===== src/rtl/friet_pkg.sv =====
// -----------------------------------------------------------------------------
// friet_pkg
// Shared definitions for the Friet permutation arbiter slice:
//   - FRIET_STATE_SIZE     : permutation state width in bits
//   - friet_words()        : number of stream words needed to move one state
//   - friet_cnt_width()    : width of a counter that indexes those words
//   - arb_state_t          : arbiter FSM encoding (IDLE..RELEASE)
// No ports (package).
// -----------------------------------------------------------------------------
package friet_pkg;

    localparam int FRIET_STATE_SIZE = 384;

    typedef enum logic [2:0] {
        ST_IDLE    = 3'd0,
        ST_LOAD    = 3'd1,
        ST_START   = 3'd2,
        ST_RUN     = 3'd3,
        ST_UNLOAD  = 3'd4,
        ST_RELEASE = 3'd5
    } arb_state_t;

    function automatic int friet_words(input int state_size, input int buffer_length);
        return state_size / buffer_length;
    endfunction

    function automatic int friet_cnt_width(input int words);
        return (words > 1) ? $clog2(words) : 1;
    endfunction

endpackage


===== src/rtl/friet_rr_arbiter2.sv =====
// -----------------------------------------------------------------------------
// friet_rr_arbiter2
// Two-way round-robin grant picker (purely combinational).
// Ports:
//   req_i [1:0]  request per requester
//   ptr_i        preferred requester when both request (0 or 1)
//   gnt_o [1:0]  one-hot grant, or 0 when nobody requests
// -----------------------------------------------------------------------------
module friet_rr_arbiter2 (
    input  logic [1:0] req_i,
    input  logic       ptr_i,
    output logic [1:0] gnt_o
);

    always_comb begin
        gnt_o = 2'b00;
        case (req_i)
            2'b01:   gnt_o = 2'b01;
            2'b10:   gnt_o = 2'b10;
            2'b11:   gnt_o = ptr_i ? 2'b10 : 2'b01;
            default: gnt_o = 2'b00;
        endcase
    end

endmodule


===== src/rtl/friet_permutation_arbiter.sv =====
// -----------------------------------------------------------------------------
// friet_permutation_arbiter
// Shares one word-serial Friet permutation core between two requesters.
// Each transaction: load full state, pulse core_start, wait core_finish,
// unload full state, release (done pulse) and hand priority to the other side.
//
// Optional feature macro: FRIET_ARB_CYCLE_COUNT_EN
//   When defined, adds output run_cycles[15:0]: saturating count of RUN cycles
//   of the most recent permutation, cleared in START.
//
// Ports:
//   clk, arst                    clock, asynchronous active-high reset
//   req[1:0] / gnt[1:0]          level request / registered one-hot grant
//   rq_data_in[2*BL-1:0]         requester words, slice i*BL +: BL is requester i
//   rq_data_in_valid/ready[1:0]  per-requester load handshake
//   rq_data_out[BL-1:0]          shared unload word
//   rq_data_out_valid/ready[1:0] per-requester unload handshake
//   done[1:0]                    one-cycle completion pulse
//   core_*                       streaming/control interface to the core
// -----------------------------------------------------------------------------
module friet_permutation_arbiter
    import friet_pkg::*;
#(
    parameter int BUFFER_LENGTH = 8,
    parameter int STATE_SIZE    = FRIET_STATE_SIZE
) (
    input  logic                       clk,
    input  logic                       arst,
    input  logic [1:0]                 req,
    output logic [1:0]                 gnt,
    input  logic [2*BUFFER_LENGTH-1:0] rq_data_in,
    input  logic [1:0]                 rq_data_in_valid,
    output logic [1:0]                 rq_data_in_ready,
    output logic [BUFFER_LENGTH-1:0]   rq_data_out,
    output logic [1:0]                 rq_data_out_valid,
    input  logic [1:0]                 rq_data_out_ready,
    output logic [1:0]                 done,
    output logic                       core_start,
    output logic                       core_data_in_valid,
    output logic                       core_data_out_ready,
    output logic [BUFFER_LENGTH-1:0]   core_data_in,
    input  logic [BUFFER_LENGTH-1:0]   core_data_out,
    input  logic                       core_data_out_valid,
    input  logic                       core_data_in_ready,
    input  logic                       core_finish,
    input  logic                       core_core_free
`ifdef FRIET_ARB_CYCLE_COUNT_EN
    ,
    output logic [15:0]                run_cycles
`endif
);

    localparam int WORDS = friet_words(STATE_SIZE, BUFFER_LENGTH);
    localparam int CNT_W = friet_cnt_width(WORDS);
    localparam logic [CNT_W-1:0] LAST_WORD = CNT_W'(WORDS - 1);

    arb_state_t       state_q;
    logic [1:0]       gnt_q;
    logic [1:0]       done_q;
    logic             core_start_q;
    logic [CNT_W-1:0] cnt_q;
    logic             rr_q;

    logic [1:0]       pick;
    logic             in_load;
    logic             in_unload;
    logic             load_hs;
    logic             unload_hs;
    logic             last_word;

    friet_rr_arbiter2 u_rr (
        .req_i (req),
        .ptr_i (rr_q),
        .gnt_o (pick)
    );

    assign in_load   = (state_q == ST_LOAD);
    assign in_unload = (state_q == ST_UNLOAD);
    assign last_word = (cnt_q == LAST_WORD);

    // gnt_q stays one-hot from LOAD through UNLOAD, so it doubles as the
    // stream select; outside those states every handshake is forced low.
    assign core_data_in        = gnt_q[1] ? rq_data_in[2*BUFFER_LENGTH-1:BUFFER_LENGTH]
                                          : rq_data_in[BUFFER_LENGTH-1:0];
    assign core_data_in_valid  = in_load && |(rq_data_in_valid & gnt_q);
    assign core_data_out_ready = in_unload && |(rq_data_out_ready & gnt_q);
    assign rq_data_out         = core_data_out;

    generate
        for (genvar gi = 0; gi < 2; gi++) begin : g_req_stream
            assign rq_data_in_ready[gi]  = in_load && gnt_q[gi] && core_data_in_ready;
            assign rq_data_out_valid[gi] = in_unload && gnt_q[gi] && core_data_out_valid;
        end
    endgenerate

    assign load_hs   = core_data_in_valid && core_data_in_ready;
    assign unload_hs = core_data_out_valid && core_data_out_ready;

    assign gnt        = gnt_q;
    assign done       = done_q;
    assign core_start = core_start_q;

    always_ff @(posedge clk or posedge arst) begin
        if (arst) begin
            state_q      <= ST_IDLE;
            gnt_q        <= 2'b00;
            done_q       <= 2'b00;
            core_start_q <= 1'b0;
            cnt_q        <= '0;
            rr_q         <= 1'b0;
        end else begin
            done_q       <= 2'b00;
            core_start_q <= 1'b0;
            case (state_q)
                ST_IDLE: begin
                    if (|req && core_core_free) begin
                        gnt_q   <= pick;
                        cnt_q   <= '0;
                        state_q <= ST_LOAD;
                    end
                end
                ST_LOAD: begin
                    if (load_hs) begin
                        if (last_word) begin
                            cnt_q        <= '0;
                            core_start_q <= 1'b1;
                            state_q      <= ST_START;
                        end else begin
                            cnt_q <= cnt_q + 1'b1;
                        end
                    end
                end
                ST_START: begin
                    cnt_q   <= '0;
                    state_q <= ST_RUN;
                end
                ST_RUN: begin
                    if (core_finish) begin
                        cnt_q   <= '0;
                        state_q <= ST_UNLOAD;
                    end
                end
                ST_UNLOAD: begin
                    if (unload_hs) begin
                        if (last_word) begin
                            cnt_q   <= '0;
                            done_q  <= gnt_q;
                            gnt_q   <= 2'b00;
                            // Point at whichever side did not just finish.
                            rr_q    <= ~gnt_q[1];
                            state_q <= ST_RELEASE;
                        end else begin
                            cnt_q <= cnt_q + 1'b1;
                        end
                    end
                end
                ST_RELEASE: begin
                    cnt_q   <= '0;
                    state_q <= ST_IDLE;
                end
                default: begin
                    gnt_q   <= 2'b00;
                    cnt_q   <= '0;
                    state_q <= ST_IDLE;
                end
            endcase
        end
    end

`ifdef FRIET_ARB_CYCLE_COUNT_EN
    logic [15:0] run_cycles_q;
    logic [15:0] run_cycles_d;

    always_comb begin
        run_cycles_d = run_cycles_q;
        if (state_q == ST_START) begin
            run_cycles_d = 16'd0;
        end else if (state_q == ST_RUN && run_cycles_q != 16'hFFFF) begin
            run_cycles_d = run_cycles_q + 16'd1;
        end
    end

    always_ff @(posedge clk or posedge arst) begin
        if (arst) begin
            run_cycles_q <= 16'd0;
        end else begin
            run_cycles_q <= run_cycles_d;
        end
    end

    assign run_cycles = run_cycles_q;
`endif

endmodule


===== config.mk =====
export PLATFORM = sky130hd
export DESIGN_NAME = friet_permutation_arbiter
export DESIGN_NICKNAME = d
export VERILOG_FILES = /design/src/rtl/friet_pkg.sv /design/src/rtl/friet_rr_arbiter2.sv /design/src/rtl/friet_permutation_arbiter.sv
export SDC_FILE = /design/constraint.sdc
export NUM_CORES = 1
export LEC_CHECK = 0
export BUFFER_PORTS_ARGS = -buffer_cell sky130_fd_sc_hd__clkbuf_2
export CELL_PAD_IN_SITES_DETAIL_PLACEMENT = 0
export CELL_PAD_IN_SITES_GLOBAL_PLACEMENT = 1
export CORE_ASPECT_RATIO = 0.8
export CORE_MARGIN = 2
export CORE_UTILIZATION = 31
export CTS_CLUSTER_SIZE = 28
export DETAILED_ROUTE_END_ITERATION = 10
export HOLD_SLACK_MARGIN = 0.15
export PLACE_DENSITY = 0.79
export SKIP_LAST_GASP = 1
export SYNTH_ARGS = -nofsm -noshare
export SYNTH_HDL_FRONTEND = slang
export SYNTH_SLANG_ARGS = --single-unit

===== constraint.sdc =====
create_clock -name clk -period 2 [get_ports clk]
set_clock_uncertainty 0.2 [all_clocks]
set_input_delay 0.4 -clock clk [delete_from_list [all_inputs] [get_ports clk]]
set_output_delay 0.4 -clock clk [all_outputs]
set_load 0.02 [all_outputs]

==> flow_metrics.py <==
metrics = {
    "status": {
        "status": "completed",
    },
    "detailed_routing": {
        "ant_nets": 0,
        "via_per_inst": 5.04,
        "first_pass_iters": 4,
        "route.vias.total": 1058,
        "drt_iter0_drc": 58,
        "wl_per_cell_um": 14.9,
        "route.detailed.drc": 0,
        "routed_wl_um": 3140,
    },
    "pwr": {
        "pwr_density_cell_nw_per_um2": 924,
        "finalPower_mw": 1.44,
        "p_leak_nw": 0.744,
        "ir_drop_uv": 260,
    },
    "critical_path": {
        "cp_top_family": "simple AND/OR/NAND/NOR gates",
        "path_cells": "or3_4 -> nor3_4 -> buf_6",
        "cp_max_fo": 4,
        "cp-end-kind": "output pin",
        "worst-path-buf-inv": 1,
        "arrival_ns": 1.38,
        "start_kind": "flip-flop",
        "critical_path_class": "reg -> out",
        "critical_path.slowest_cell": "or3_4",
        "max_stage_delay_ns": 0.43,
        "cp.required_ns": 1.40,
    },
    "placement": {
        "hpwl_um": 2430,
        "io_buffer_count": 46,
        "globalplace.congestion": 0.759,
        "dpl_worst_slack_ns": 0.108,
    },
    "clock_network": {
        "root_buffer": "clkbuf_8",
        "cts_made_buffers": 3,
        "clk_latency_ns": 0.25,
        "cts_sinks": 15,
        "cts_tree": "yes",
        "cts-htree-levels": 1,
        "clkTransAtPathRegs_ns": 0.06,
        "clock_path_buffers": 2,
    },
    "grt": {
        "grt-ovfl-total": 0,
        "grt_max_degree": 16,
        "grt_pass1_wl_um": 5060,
        "track_usage_pct": 15.7,
        "grt_pass1_vias": 1049,
        "antenna_found_initial": 0,
    },
    "synth": {
        "yosysSeqAreaShare_pct": 32.8,
        "synth_cell_types": 39,
        "syn_inst": 117,
        "yosys_most_used_dff": "dfrtp_1",
        "ys_top_cells_by_area": "dfrtp_1 33%, mux2_2 7.9%, buf_4 5.9%",
        "yosysWarnings": 0,
        "syn_nets": 154,
        "synth_common_cells": "15 x dfrtp_1, 9 x buf_4, 9 x nor2_1",
        "synth_edf_count": 0,
        "ys_ff_latch": 15,
        "ys_async_sr_fraction_pct": 100,
        "syn-mean-instance-area_um2": 9.80,
        "yosysTopAreaCellShare_pct": 32.8,
        "syn-cell-area_um2": 1150,
        "synth.most_common_cell": "dfrtp_1",
        "synth_area_leader_cell": "dfrtp_1",
    },
    "finish": {
        "diodes": 0,
        "area_growth_pct": 35.8,
        "drive_above_1_share_pct": 54.8,
        "postLayoutCoreUtil_pct": 44.5,
        "num-nets-final": 206,
    },
    "sta": {
        "tns_ns": 0,
        "setup_viol": 0,
        "fin_ws_ns": 0.0177,
        "fmax_mhz": 504,
        "rsz0062_at_grt": "yes",
        "period_minus_slack_ns": 1.98,
        "worst_pin_slew_ns": 0.595,
        "relSlewSlack_pct": 60.3,
        "fin_crit_sh_pct": 99.1,
        "finalHoldViolations": 0,
        "drv_slew": 0,
    },
    "die": {
        "start_util_pct": 32.8,
        "row_count": 19,
        "io-pin-count": 63,
        "core_um2": 3490,
        "die_w_um": 72.0,
        "dieArea_um2": 4200,
        "chipHeight_um": 58.4,
    },
    "run": {
        "drv_cap": 0,
    },
    "worst_hold_path": {
        "min_path_type": "in -> reg",
    },
}
==> final timing paths <==
path	startpoint	cells after the start	end	slack [ns]
max in group asynchronous	arst	3	state_q[1]	0.63
max reg2reg	cnt_q[0]	5	gnt[0]	0.13
max	state_q[1]	3	rq_data_in_ready[0]	0.02
min	req[1]	3	gnt[1]	0.23
min reg2reg	cnt_q[0]	1	cnt_q[0]	0.31
min in group asynchronous	arst	3	core_start	0.54
==> per-stage QoR <==
step / std cells / instance area (um^2) / hold slack [ns]
finish: 210 / 1560 / 0.227
global route: 210 / 1560 / 0.241
CTS: 206 / 1480 / 0.216
detailed placement: 198 / 1380 / 0.286
global placement: 198 / 1380 / 0.273
floorplan: 117 / 1150 / 0.101
==> cell usage in the layout (no fill, tap or decap), types with 2 or more instances in the layout <==
master | netlist | routed
clkbuf_2 | 0 | 40
buf_4 | 9 | 18
dfrtp_1 | 15 | 14
nor2_1 | 9 | 8
mux2_2 | 8 | 8
inv_1 | 7 | 7
nand2_1 | 7 | 7
nand2b_1 | 6 | 6
mux2i_1 | 4 | 4
and3_1 | 3 | 3
o2bb2ai_1 | 3 | 3
nand3_1 | 4 | 3
nor4_1 | 3 | 3
clkbuf_8 | 0 | 3
nand2_2 | 2 | 2
nor2b_1 | 2 | 2
o311ai_2 | 2 | 2
nand4_1 | 2 | 2
o211ai_1 | 2 | 2
nor3_1 | 4 | 2
a31oi_1 | 2 | 2
==> registers in the layout, summed over array words and instances, names as in the netlist <==
register,flops
cnt_q,6
gnt,2
done,2
core_start,1
rr_q,1
state_q,3
==> layer usage <==
metal,part of all wire (%),up-vias,track usage (%)
li1,-,515,-
met1,45,499,20.7
met2,46,38,24.6
met3,7.3,6,5.31
met4,1.5,0,4.31
met5,0,-,0
==> tightest hold or removal path, cell delays in order <==
cell and delay, ns:
clkbuf_2 0.10, nand3_1 0.07, mux2i_1 0.06
==> layout make-up <==
cell class	instances	area [um^2]
Multi-Input combinational cell	81	694
Inverter	7	26.3
Clock buffer	4	45.0
Tap cell	42	52.6
Timing Repair Buffer	61	362
Fill cell	340	1940
Sequential cell	15	377
==> power breakdown <==
group / switching [mW] / total [mW] / internal [mW] / leakage (nW)
Sequential: 0.0669 / 0.438 / 0.371 / 0.182
Clock: 0.108 / 0.249 / 0.141 / 0.0228
Combinational: 0.406 / 0.751 / 0.345 / 0.540
Total: 0.581 / 1.44 / 0.857 / 0.744
==> logic make-up (layout without fill, tap and decap cells) <==
family          after synthesis  in the layout  share of synthesized area (%)
buf+inv                      21             72                           10.9
simple gates                 48             48                           22.9
compound gates               18             18                           18.9
xor+xnor                      1              1                          0.764
flops                        15             15                           32.8
mux                          13             13                           12.7
fa+ha+maj                     1              1                           1.09
==> timing repair <==
item | CTS | global route
hold buffers | 1 | 0
endpoints found under the setup margin | 12 | 7
resized for setup | 6 | 16
hold endpoints to repair | 15 | 0
pin swaps | 0 | 3
buffers inserted | 3 | 4
(Power assumes the default switching activity.)
